## config.mk

```make
export PLATFORM = sky130hd
export DESIGN_NAME = classifier_sequencer
export DESIGN_NICKNAME = d
export VERILOG_FILES = /design/src/rtl/classifier_sequencer.sv
export SDC_FILE = /design/constraint.sdc
export NUM_CORES = 1
export LEC_CHECK = 0
export CORE_MARGIN = 3
export CORE_UTILIZATION = 50
export DETAILED_ROUTE_END_ITERATION = 16
export GPL_TIMING_DRIVEN = 0
export PLACE_DENSITY_LB_ADDON = 0.08
export SLEW_MARGIN = 20
export SYNTH_ARGS = -nofsm -noshare
export SYNTH_HDL_FRONTEND = slang
export SYNTH_SLANG_ARGS = --single-unit
```

## constraint.sdc

```tcl
create_clock -name clk_in -period 12.7 [get_ports clk_in]
set_input_delay 3.175 -clock clk_in [delete_from_list [all_inputs] [get_ports clk_in]]
set_output_delay 3.175 -clock clk_in [all_outputs]
set_load 0.005 [all_outputs]
```

## src/rtl/classifier_sequencer.sv

```systemverilog
// classifier_sequencer
// Sequences the linear-SVM classifier: forwards model-upload bytes while
// tracking upload progress, admits whole feature frames only when a valid
// model is resident and the classifier is idle, waits out the decision
// latency, and smooths the sampled decisions with a K-of-N vote.
// Stalled or empty uploads are aborted by pulsing the classifier reset.

module classifier_sequencer #(
    parameter int NUM_FEATURES_IN = 16,
    parameter int DECISION_SLACK  = 10,
    parameter int TIMEOUT_CYCLES  = 1000000,
    parameter int N_VOTE          = 5,
    parameter int K_VOTE          = 3
) (
    input  logic        clk_in,
    input  logic        rst_in,
    input  logic [7:0]  ble_data_in,
    input  logic        ble_valid_in,
    output logic [7:0]  ble_data_out,
    output logic        ble_valid_out,
    input  logic [15:0] feature_data_in,
    input  logic        feature_valid_in,
    input  logic        feature_last_in,
    output logic [15:0] feature_data_out,
    output logic        feature_valid_out,
    output logic        feature_last_out,
    output logic        predict_enable_out,
    input  logic        classifier_detected_in,
    output logic        classifier_rst_out,
    output logic        model_loaded_out,
    output logic        load_error_out,
    output logic        decision_valid_out,
    output logic        detected_out,
    output logic [15:0] dropped_frames_out
);

    // Sequencer states
    localparam logic [2:0] ST_EMPTY   = 3'd0;
    localparam logic [2:0] ST_LOADING = 3'd1;
    localparam logic [2:0] ST_READY   = 3'd2;
    localparam logic [2:0] ST_FORWARD = 3'd3;
    localparam logic [2:0] ST_WAIT    = 3'd4;

    // Upload is: 1 header byte, 2 bytes per stored feature per support vector,
    // 4 trailing bytes. The counter must cover the largest model (N = 255).
    localparam int BYTES_PER_SV = 2 * (NUM_FEATURES_IN - 1);
    localparam int MAX_BYTES    = 5 + 255 * BYTES_PER_SV;
    localparam int CNT_W        = $clog2(MAX_BYTES + 1);
    localparam int TO_W         = $clog2(TIMEOUT_CYCLES + 1);
    localparam int WAIT_W       = $clog2(255 + DECISION_SLACK + 1);
    localparam int POP_W        = $clog2(N_VOTE + 1);

    // Number of ones in the vote history
    function automatic logic [POP_W-1:0] popcount(input logic [N_VOTE-1:0] v);
        logic [POP_W-1:0] cnt;
        cnt = {POP_W{1'b0}};
        for (int i = 0; i < N_VOTE; i++) begin
            cnt = cnt + POP_W'(v[i]);
        end
        return cnt;
    endfunction

    logic [2:0]        state_r;
    logic [2:0]        next_state_s;
    logic [7:0]        num_supports_r;
    logic [CNT_W-1:0]  byte_cnt_r;
    logic [CNT_W-1:0]  total_r;
    logic [CNT_W-1:0]  total_s;
    logic [TO_W-1:0]   idle_r;
    logic [WAIT_W-1:0] wait_cnt_r;
    logic [N_VOTE-1:0] history_r;
    logic [N_VOTE-1:0] hist_next_s;
    logic [N_VOTE:0]   hist_shift_s;
    logic [POP_W-1:0]  pop_s;
    logic              frame_open_r;
    logic              drop_r;

    logic upload_start_s;
    logic first_beat_s;
    logic admit_s;
    logic cont_fwd_s;
    logic fwd_s;
    logic drop_first_s;
    logic frame_done_s;
    logic decide_s;
    logic zero_abort_s;
    logic load_byte_s;
    logic load_done_s;
    logic timeout_s;

    // Decode this cycle's events and the next sequencer state
    always_comb begin
        upload_start_s = 1'b0;
        case (state_r)
            ST_EMPTY, ST_READY, ST_FORWARD, ST_WAIT: upload_start_s = ble_valid_in;
            default:                                 upload_start_s = 1'b0;
        endcase

        // An upload byte always beats a frame arriving in the same cycle
        first_beat_s = feature_valid_in & ~frame_open_r;
        admit_s      = first_beat_s & (state_r == ST_READY) & ~ble_valid_in;
        cont_fwd_s   = feature_valid_in & frame_open_r & ~drop_r &
                       (state_r == ST_FORWARD) & ~ble_valid_in;
        fwd_s        = admit_s | cont_fwd_s;
        drop_first_s = first_beat_s & ~admit_s;
        frame_done_s = fwd_s & feature_last_in;

        decide_s     = (state_r == ST_WAIT) & ~ble_valid_in &
                       (wait_cnt_r <= WAIT_W'(1));

        // An empty model is rejected one cycle after its header byte
        zero_abort_s = (state_r == ST_LOADING) & (num_supports_r == 8'd0);
        load_byte_s  = (state_r == ST_LOADING) & ~zero_abort_s & ble_valid_in;
        load_done_s  = load_byte_s & ((byte_cnt_r + CNT_W'(1)) == total_r);
        // A byte on the final allowed idle cycle still counts
        timeout_s    = (state_r == ST_LOADING) & ~zero_abort_s & ~ble_valid_in &
                       (idle_r == TO_W'(TIMEOUT_CYCLES));

        total_s = CNT_W'(ble_data_in) * CNT_W'(BYTES_PER_SV) + CNT_W'(5);

        hist_shift_s = {history_r, classifier_detected_in};
        hist_next_s  = hist_shift_s[N_VOTE-1:0];
        pop_s        = popcount(hist_next_s);

        next_state_s = state_r;
        if (upload_start_s) begin
            next_state_s = ST_LOADING;
        end else begin
            case (state_r)
                ST_EMPTY: next_state_s = ST_EMPTY;
                ST_LOADING: begin
                    if (zero_abort_s || timeout_s) begin
                        next_state_s = ST_EMPTY;
                    end else if (load_done_s) begin
                        next_state_s = ST_READY;
                    end else begin
                        next_state_s = ST_LOADING;
                    end
                end
                ST_READY: begin
                    if (admit_s) begin
                        next_state_s = feature_last_in ? ST_WAIT : ST_FORWARD;
                    end else begin
                        next_state_s = ST_READY;
                    end
                end
                ST_FORWARD: begin
                    if (frame_done_s) begin
                        next_state_s = ST_WAIT;
                    end else begin
                        next_state_s = ST_FORWARD;
                    end
                end
                ST_WAIT: begin
                    if (decide_s) begin
                        next_state_s = ST_READY;
                    end else begin
                        next_state_s = ST_WAIT;
                    end
                end
                default: next_state_s = ST_EMPTY;
            endcase
        end
    end

    // Sequencer state register
    always_ff @(posedge clk_in or posedge rst_in) begin
        if (rst_in) begin
            state_r <= ST_EMPTY;
        end else begin
            state_r <= next_state_s;
        end
    end

    // Upload byte counting and idle-gap tracking
    always_ff @(posedge clk_in or posedge rst_in) begin
        if (rst_in) begin
            num_supports_r <= 8'd0;
            total_r        <= {CNT_W{1'b0}};
            byte_cnt_r     <= {CNT_W{1'b0}};
            idle_r         <= {TO_W{1'b0}};
        end else if (upload_start_s) begin
            num_supports_r <= ble_data_in;
            total_r        <= total_s;
            byte_cnt_r     <= CNT_W'(1);
            idle_r         <= {TO_W{1'b0}};
        end else if (state_r == ST_LOADING) begin
            if (ble_valid_in) begin
                byte_cnt_r <= byte_cnt_r + CNT_W'(1);
                idle_r     <= {TO_W{1'b0}};
            end else begin
                idle_r     <= idle_r + TO_W'(1);
            end
        end else begin
            idle_r <= {TO_W{1'b0}};
        end
    end

    // Model status flags and the classifier abort pulse
    always_ff @(posedge clk_in or posedge rst_in) begin
        if (rst_in) begin
            model_loaded_out   <= 1'b0;
            load_error_out     <= 1'b0;
            classifier_rst_out <= 1'b0;
        end else begin
            classifier_rst_out <= zero_abort_s | timeout_s;
            if (upload_start_s) begin
                model_loaded_out <= 1'b0;
                load_error_out   <= 1'b0;
            end else if (zero_abort_s || timeout_s) begin
                load_error_out   <= 1'b1;
            end else if (load_done_s) begin
                model_loaded_out <= 1'b1;
            end
        end
    end

    // Registered forwarding of upload bytes and admitted feature beats
    always_ff @(posedge clk_in or posedge rst_in) begin
        if (rst_in) begin
            ble_data_out       <= 8'd0;
            ble_valid_out      <= 1'b0;
            feature_data_out   <= 16'd0;
            feature_valid_out  <= 1'b0;
            feature_last_out   <= 1'b0;
            predict_enable_out <= 1'b0;
        end else begin
            ble_data_out       <= ble_data_in;
            ble_valid_out      <= ble_valid_in;
            feature_valid_out  <= fwd_s;
            feature_last_out   <= fwd_s & feature_last_in;
            predict_enable_out <= admit_s;
            if (fwd_s) begin
                feature_data_out <= feature_data_in;
            end
        end
    end

    // Frame boundary tracking and rejected-frame counting
    always_ff @(posedge clk_in or posedge rst_in) begin
        if (rst_in) begin
            frame_open_r       <= 1'b0;
            drop_r             <= 1'b0;
            dropped_frames_out <= 16'd0;
        end else begin
            if (feature_valid_in) begin
                frame_open_r <= ~feature_last_in;
                if (first_beat_s) begin
                    drop_r <= ~admit_s;
                end else begin
                    // An upload starting mid-frame discards the remainder
                    drop_r <= drop_r | upload_start_s;
                end
            end else if (upload_start_s && (state_r == ST_FORWARD)) begin
                drop_r <= 1'b1;
            end
            if (drop_first_s && (dropped_frames_out != 16'hFFFF)) begin
                dropped_frames_out <= dropped_frames_out + 16'd1;
            end
        end
    end

    // Decision timer, vote history and debounced detection
    always_ff @(posedge clk_in or posedge rst_in) begin
        if (rst_in) begin
            wait_cnt_r         <= {WAIT_W{1'b0}};
            history_r          <= {N_VOTE{1'b0}};
            decision_valid_out <= 1'b0;
            detected_out       <= 1'b0;
        end else begin
            decision_valid_out <= decide_s;
            if (frame_done_s) begin
                wait_cnt_r <= WAIT_W'(num_supports_r) + WAIT_W'(DECISION_SLACK);
            end else if ((state_r == ST_WAIT) && !decide_s) begin
                wait_cnt_r <= wait_cnt_r - WAIT_W'(1);
            end
            if (load_done_s) begin
                history_r    <= {N_VOTE{1'b0}};
                detected_out <= 1'b0;
            end else if (decide_s) begin
                history_r    <= hist_next_s;
                detected_out <= (pop_s >= POP_W'(K_VOTE));
            end
        end
    end

endmodule

```

======== Yosys cells after proc, flatten, opt, wreduce, memory -nomap -nowiden ========
Index checks and enable logic that the tools add are counted.
cells by class
  add/sub/neg operators ................... 10
  $mul .................................... 1
  magnitude comparators ................... 2
  equality and inequality tests ........... 8
  multiplexer cells ....................... 29
  bitwise operators ....................... 26
  reductions and logical operators ........ 17
operator list
  cell                                                             count
  two-way mux 20 bit                                               3
  two-way mux 13 bit                                               3
  adder 20 x 1 -> 20 bit (second input constant)                   1
  equality test 20 bit (second input constant)                     1
  two-way mux 9 bit                                                2
  bitwise AND 1 bit                                                17
  adder 16 x 1 -> 16 bit (second input constant)                   1
  inequality test 16 bit (second input constant)                   1
  two-way mux 3 bit                                                5
  nonzero test 2 bit                                               7
  adder 13 x 1 -> 13 bit (second input constant)                   1
  adder 13 x 3 -> 13 bit (second input constant)                   1
  equality test 13 bit                                             1
  multiplier 8 x 4 -> 12 bit (second input constant)               1
  one-hot mux 3 bit (4 select lines)                               1
  two-way mux 1 bit                                                11
  adder 8 x 4 -> 9 bit (second input constant)                     1
  less-or-equal comparator 9 x 1 -> 1 bit (second input constant)  1
  subtractor 9 x 1 -> 9 bit (second input constant)                1
  zero test 8 bit                                                  1
  two-way mux 4 bit                                                2
  adder 3 x 1 -> 3 bit                                             2
  equality test 3 x 2 -> 1 bit (second input constant)             2
  inverter 1 bit                                                   6
  other kinds (14)                                                 20
word-level totals
  flip-flop bits (word level) ............. 121
  input bits .............................. 30

======== Depth between registers and ports, before layout ========
  depth in word-level cells ............... 10
  depth in mapped cells ................... 12

======== Worst setup path before layout ========
Ideal clock, no wire load.
  path type ............................... input to register
  start point ............................. input ble_data_in[5]
  end point ............................... register total_r[11]
  library setup time ...................... 0.126 ns
  data arrival time ....................... 6.081 ns
  slack ................................... 6.493 ns
  stages on the path ...................... 11
  cell sequence ........................... inv_1 fa_1 fa_1 inv_1 ha_1 a21oi_4 nand2b_1 nand3_1 xnor2_1 or3_1 a221o_1
on the way
  cells in the longest elaborated chain, start to end .. 2
RTL lines
  element                     RTL line  RTL
  start: declaration          17        input logic [7:0] ble_data_in,
  multiplier 8 x 4 -> 12 bit  119       total_s = CNT_W'(ble_data_in) * CNT_W'(BYTES_PER_SV) + CNT_W'(5);
  adder 13 x 3 -> 13 bit      119
  end signal: assignment      179       total_r <= {CNT_W{1'b0}};
  end signal: assignment      184       total_r <= total_s;
  end: declaration            67        logic [CNT_W-1:0] total_r;
No other way between the ends.
A chain may end at the register's enable or synchronous reset.

======== Final worst setup path ========
  start point ............................. input ble_data_in[2]
  end point ............................... register total_r[11]
Same word-level chain as after synthesis.

==> impl_metrics.py <==
metrics = {
    "drt": {
        "drc_errors": 0,
        "num_vias": 5163,
        "first_pass_iters": 5,
        "drt.antenna.violating_nets": 0,
        "drt-vias-per-instance": 5.401,
        "postRouteWirelength_um": 14020,
        "drt_iter0_markers": 272,
        "post_drt_wl_per_cell_um": 14.66,
    },
    "global_routing": {
        "first_global_vias": 5161,
        "grt_first_pass_wirelength_um": 23940,
        "overflow": 0,
        "initial_antenna_violation_count": 0,
        "grt_use_total_pct": 20.25,
        "pin_count_of_the_biggest_net_entering_global_routing": 64,
    },
    "sta": {
        "timing.final.max_slew_violations": 0,
        "slew-limit-headroom_pct": 55.16,
        "min_period_over_period_pct": 52.06,
        "worst-slew-pin-transition_ps": 669.5,
        "tns_ps": 0,
        "finalSetupViolations": 0,
        "hold_viol": 0,
        "setup_repair_after_global_routing_missed_its_margin": "no",
        "min_period_ps": 6612,
        "clock.fmax_mhz": 151.2,
        "final.setup_skew_ps": 7.781,
    },
    "clocking": {
        "tritoncts": "built",
        "cts_htree_levels": 4,
        "cts_resized": 0,
        "cts_hold_buf": 0,
        "clock_path_buffers": 2,
        "post_cts.repair.setup_buffers": 0,
        "clock_sinks": 120,
        "root_buffer": "sky130_fd_sc_hd__clkbuf_16",
        "worst_setup_hold_path_clk_slew_ps": 60,
        "cts_made_buffers": 17,
        "worstSkewPairLatency_ps": 410,
    },
    "layout": {
        "fillCellCount": 982,
        "finalNetCount": 841,
        "areaGrowthSynthToFinish_pct": 24.57,
        "multi_input_comb_area_um2": 3351,
        "diodes": 0,
        "layout-drive-gt1-share_pct": 8.163,
        "area.sequential_um2": 3003,
    },
    "setup_path": {
        "ff2ff_setup_slack_ps": 10020,
        "worstPathArrival_ps": 6910,
        "worst_ep_required_time_ps": 13000,
        "timing.setup.critical_path_class": "input pin to flip-flop",
        "critical_path.cell_chain": "clkdlybuf4s50_1 > inv_1 > fa_1 > fa_1 > inv_1 > ha_1 > a21oi_1 > a21oi_1 > nor3_1 > nand4b_1 > or3_1 > a221o_1",
        "max_stage_delay_ps": 580,
        "timing.critical_path.from_type": "input pin",
        "critical-path-slowest-cell": "sky130_fd_sc_hd__clkdlybuf4s50_1",
        "critical_path.max_fanout": 4,
        "number_of_buffers_and_inverters_on_the_critical_path": 3,
        "critPathTopFamily": "adder cells",
        "crit_path_end_kind": "flip-flop",
    },
    "logic_synthesis": {
        "count_of_flip_flops_with_a_built_in_enable_after_synthesis": 0,
        "ys_async_sr_fraction_pct": 100.0,
        "synth_sequential_area_ratio_pct": 45.35,
        "synthesis.area_per_instance_um2": 9.824,
        "synthesis.area_um2": 6621,
        "synthesis.nets": 743,
        "synth_largest_type_area_fraction_pct": 45.35,
        "dominantRegCellSynth": "sky130_fd_sc_hd__dfrtp_1",
        "postSynthCellCount": 674,
        "synth_warnings": 0,
        "synth.cells.most_frequent": "sky130_fd_sc_hd__dfrtp_1 (120), sky130_fd_sc_hd__nand2_1 (72), sky130_fd_sc_hd__nor2_1 (65)",
        "synth_most_common_cell": "sky130_fd_sc_hd__dfrtp_1",
        "synth_top_cells_by_area": "sky130_fd_sc_hd__dfrtp_1 (45%), sky130_fd_sc_hd__xnor2_1 (6.0%), sky130_fd_sc_hd__fa_1 (4.5%), sky130_fd_sc_hd__ha_1 (4.5%), sky130_fd_sc_hd__nand2_1 (4.1%)",
        "synth_seq_cells": 120,
        "synth_cell_types": 56,
        "yosys.area.top_type": "sky130_fd_sc_hd__dfrtp_1",
    },
    "run_status": {
        "run_status": "finished, final reports clean",
    },
    "pwr": {
        "max-vdd-ir-drop_v": 0.00009069,
        "p_total_w": 0.001373,
        "leakage_power_summed_over_all_cells_nw": 3.658,
        "powerDensity_nw_per_um2": 166.5,
    },
    "placed_design": {
        "dp_hpwl_um": 10190,
        "finalWeightedCongestion": 0.8410,
        "numPortBuffers": 78,
    },
    "hold_path": {
        "hold_class": "flip-flop to flip-flop",
    },
    "floorplanning": {
        "effective_utilization_at_floorplan_pct": 51.84,
        "placement_rows": 41,
        "core_area_um2": 12770,
        "die_area_um2": 14660,
        "io_pins": 79,
        "dieWidth_um": 121.1,
        "die_height_um": 121.1,
    },
    "flow_run": {
        "maxCapViolations": 0,
    },
}
## final timing paths
path,start,end,cells past startpoint
min reg2reg,dropped_frames_out[8],dropped_frames_out[8],1
max reg2reg,byte_cnt_r[0],state_r[0],8
max,ble_data_in[2],total_r[11],12
max in group asynchronous,rst_in,total_r[2],3
min in group asynchronous,rst_in,feature_data_out[5],2
min,dropped_frames_out[8],dropped_frames_out[8],1
## cell families after synthesis
family | synth area share [%]
xor gates and xnor gates | 9.656
DFF | 45.35
adders and majority gates | 9.070
muxes | 2.891
buffers and inverters | 4.044
and+or+nand+nor | 17.91
AOI/OAI and AO/OA | 11.07
## per-stage QoR
stage / worst slack (ps) / area, µm² / hold slack [ps] / util, % / std cells
floorplan: 6339 / 6621 / 454.7 / - / 674
CTS: 6110 / 8248 / 497.1 / 64.57 / 956
detailed placement: 5686 / 7650 / 483.1 / 59.89 / 925
global route: 5852 / 8248 / 511.7 / 64.57 / 956
finish: 6088 / 8248 / 494.4 / 64.57 / 956
global placement: 4703 / 7617 / 474.6 / 59.63 / 924
## layout by cell type (no fill, tap or decap), types with 5 or more instances in the layout
cell                              instances
sky130_fd_sc_hd__a21oi_1                 36
sky130_fd_sc_hd__a31oi_1                  5
sky130_fd_sc_hd__and3_1                  11
sky130_fd_sc_hd__buf_2                    7
sky130_fd_sc_hd__clkbuf_1                13
sky130_fd_sc_hd__clkbuf_16               17
sky130_fd_sc_hd__clkdlybuf4s50_1         78
sky130_fd_sc_hd__dfrtp_1                120
sky130_fd_sc_hd__fa_1                    15
sky130_fd_sc_hd__ha_1                    24
sky130_fd_sc_hd__inv_1                   51
sky130_fd_sc_hd__mux2_2                  16
sky130_fd_sc_hd__nand2_1                 72
sky130_fd_sc_hd__nand2b_1                 7
sky130_fd_sc_hd__nand3_1                 31
sky130_fd_sc_hd__nand4_1                 11
sky130_fd_sc_hd__nor2_1                  65
sky130_fd_sc_hd__nor3_1                   7
sky130_fd_sc_hd__nor4_1                   6
sky130_fd_sc_hd__o21a_1                   5
sky130_fd_sc_hd__o21ai_0                 40
sky130_fd_sc_hd__or3_1                    9
sky130_fd_sc_hd__xnor2_1                 45
sky130_fd_sc_hd__xor2_1                  28
## final cells by class
cell class,count,area share (%)
Clock inverter,8,1.456
Timing Repair Buffer,79,9.800
Multi-Input combinational cell,485,40.62
Tap cell,172,2.609
Clock buffer,23,5.795
Buffer,17,0.8799
Sequential cell,120,36.41
Inverter,52,2.427
## layer usage
metal  GRT usage, %  part of all wire (%)  vias to the layer above
met2          33.24                    49                      117
li1               -                     -                     2495
met1          25.98                    45                     2529
met4          8.003                   1.5                        0
met3          4.755                   4.8                       22
met5              0                     0                        -
## power by group
part | internal, W | total [W] | switching (W)
clock | 0.000322 | 0.000482 | 0.000161
combinational | 0.000178 | 0.000382 | 0.000204
sequential | 0.000445 | 0.000509 | 0.0000641
total | 0.000944 | 0.00137 | 0.000429
## registers in the layout, summed over array words and instances, names as in the netlist
signal / cells
feature_last_out: 1
wait_cnt_r: 9
feature_valid_out: 1
decision_valid_out: 1
ble_valid_out: 1
byte_cnt_r: 13
model_loaded_out: 1
drop_r: 1
predict_enable_out: 1
frame_open_r: 1
dropped_frames_out: 16
classifier_rst_out: 1
num_supports_r: 8
state_r: 3
idle_r: 20
total_r: 12
detected_out: 1
history_r: 4
feature_data_out: 16
load_error_out: 1
ble_data_out: 8
Note: power is estimated with default switching activity, not from simulation.
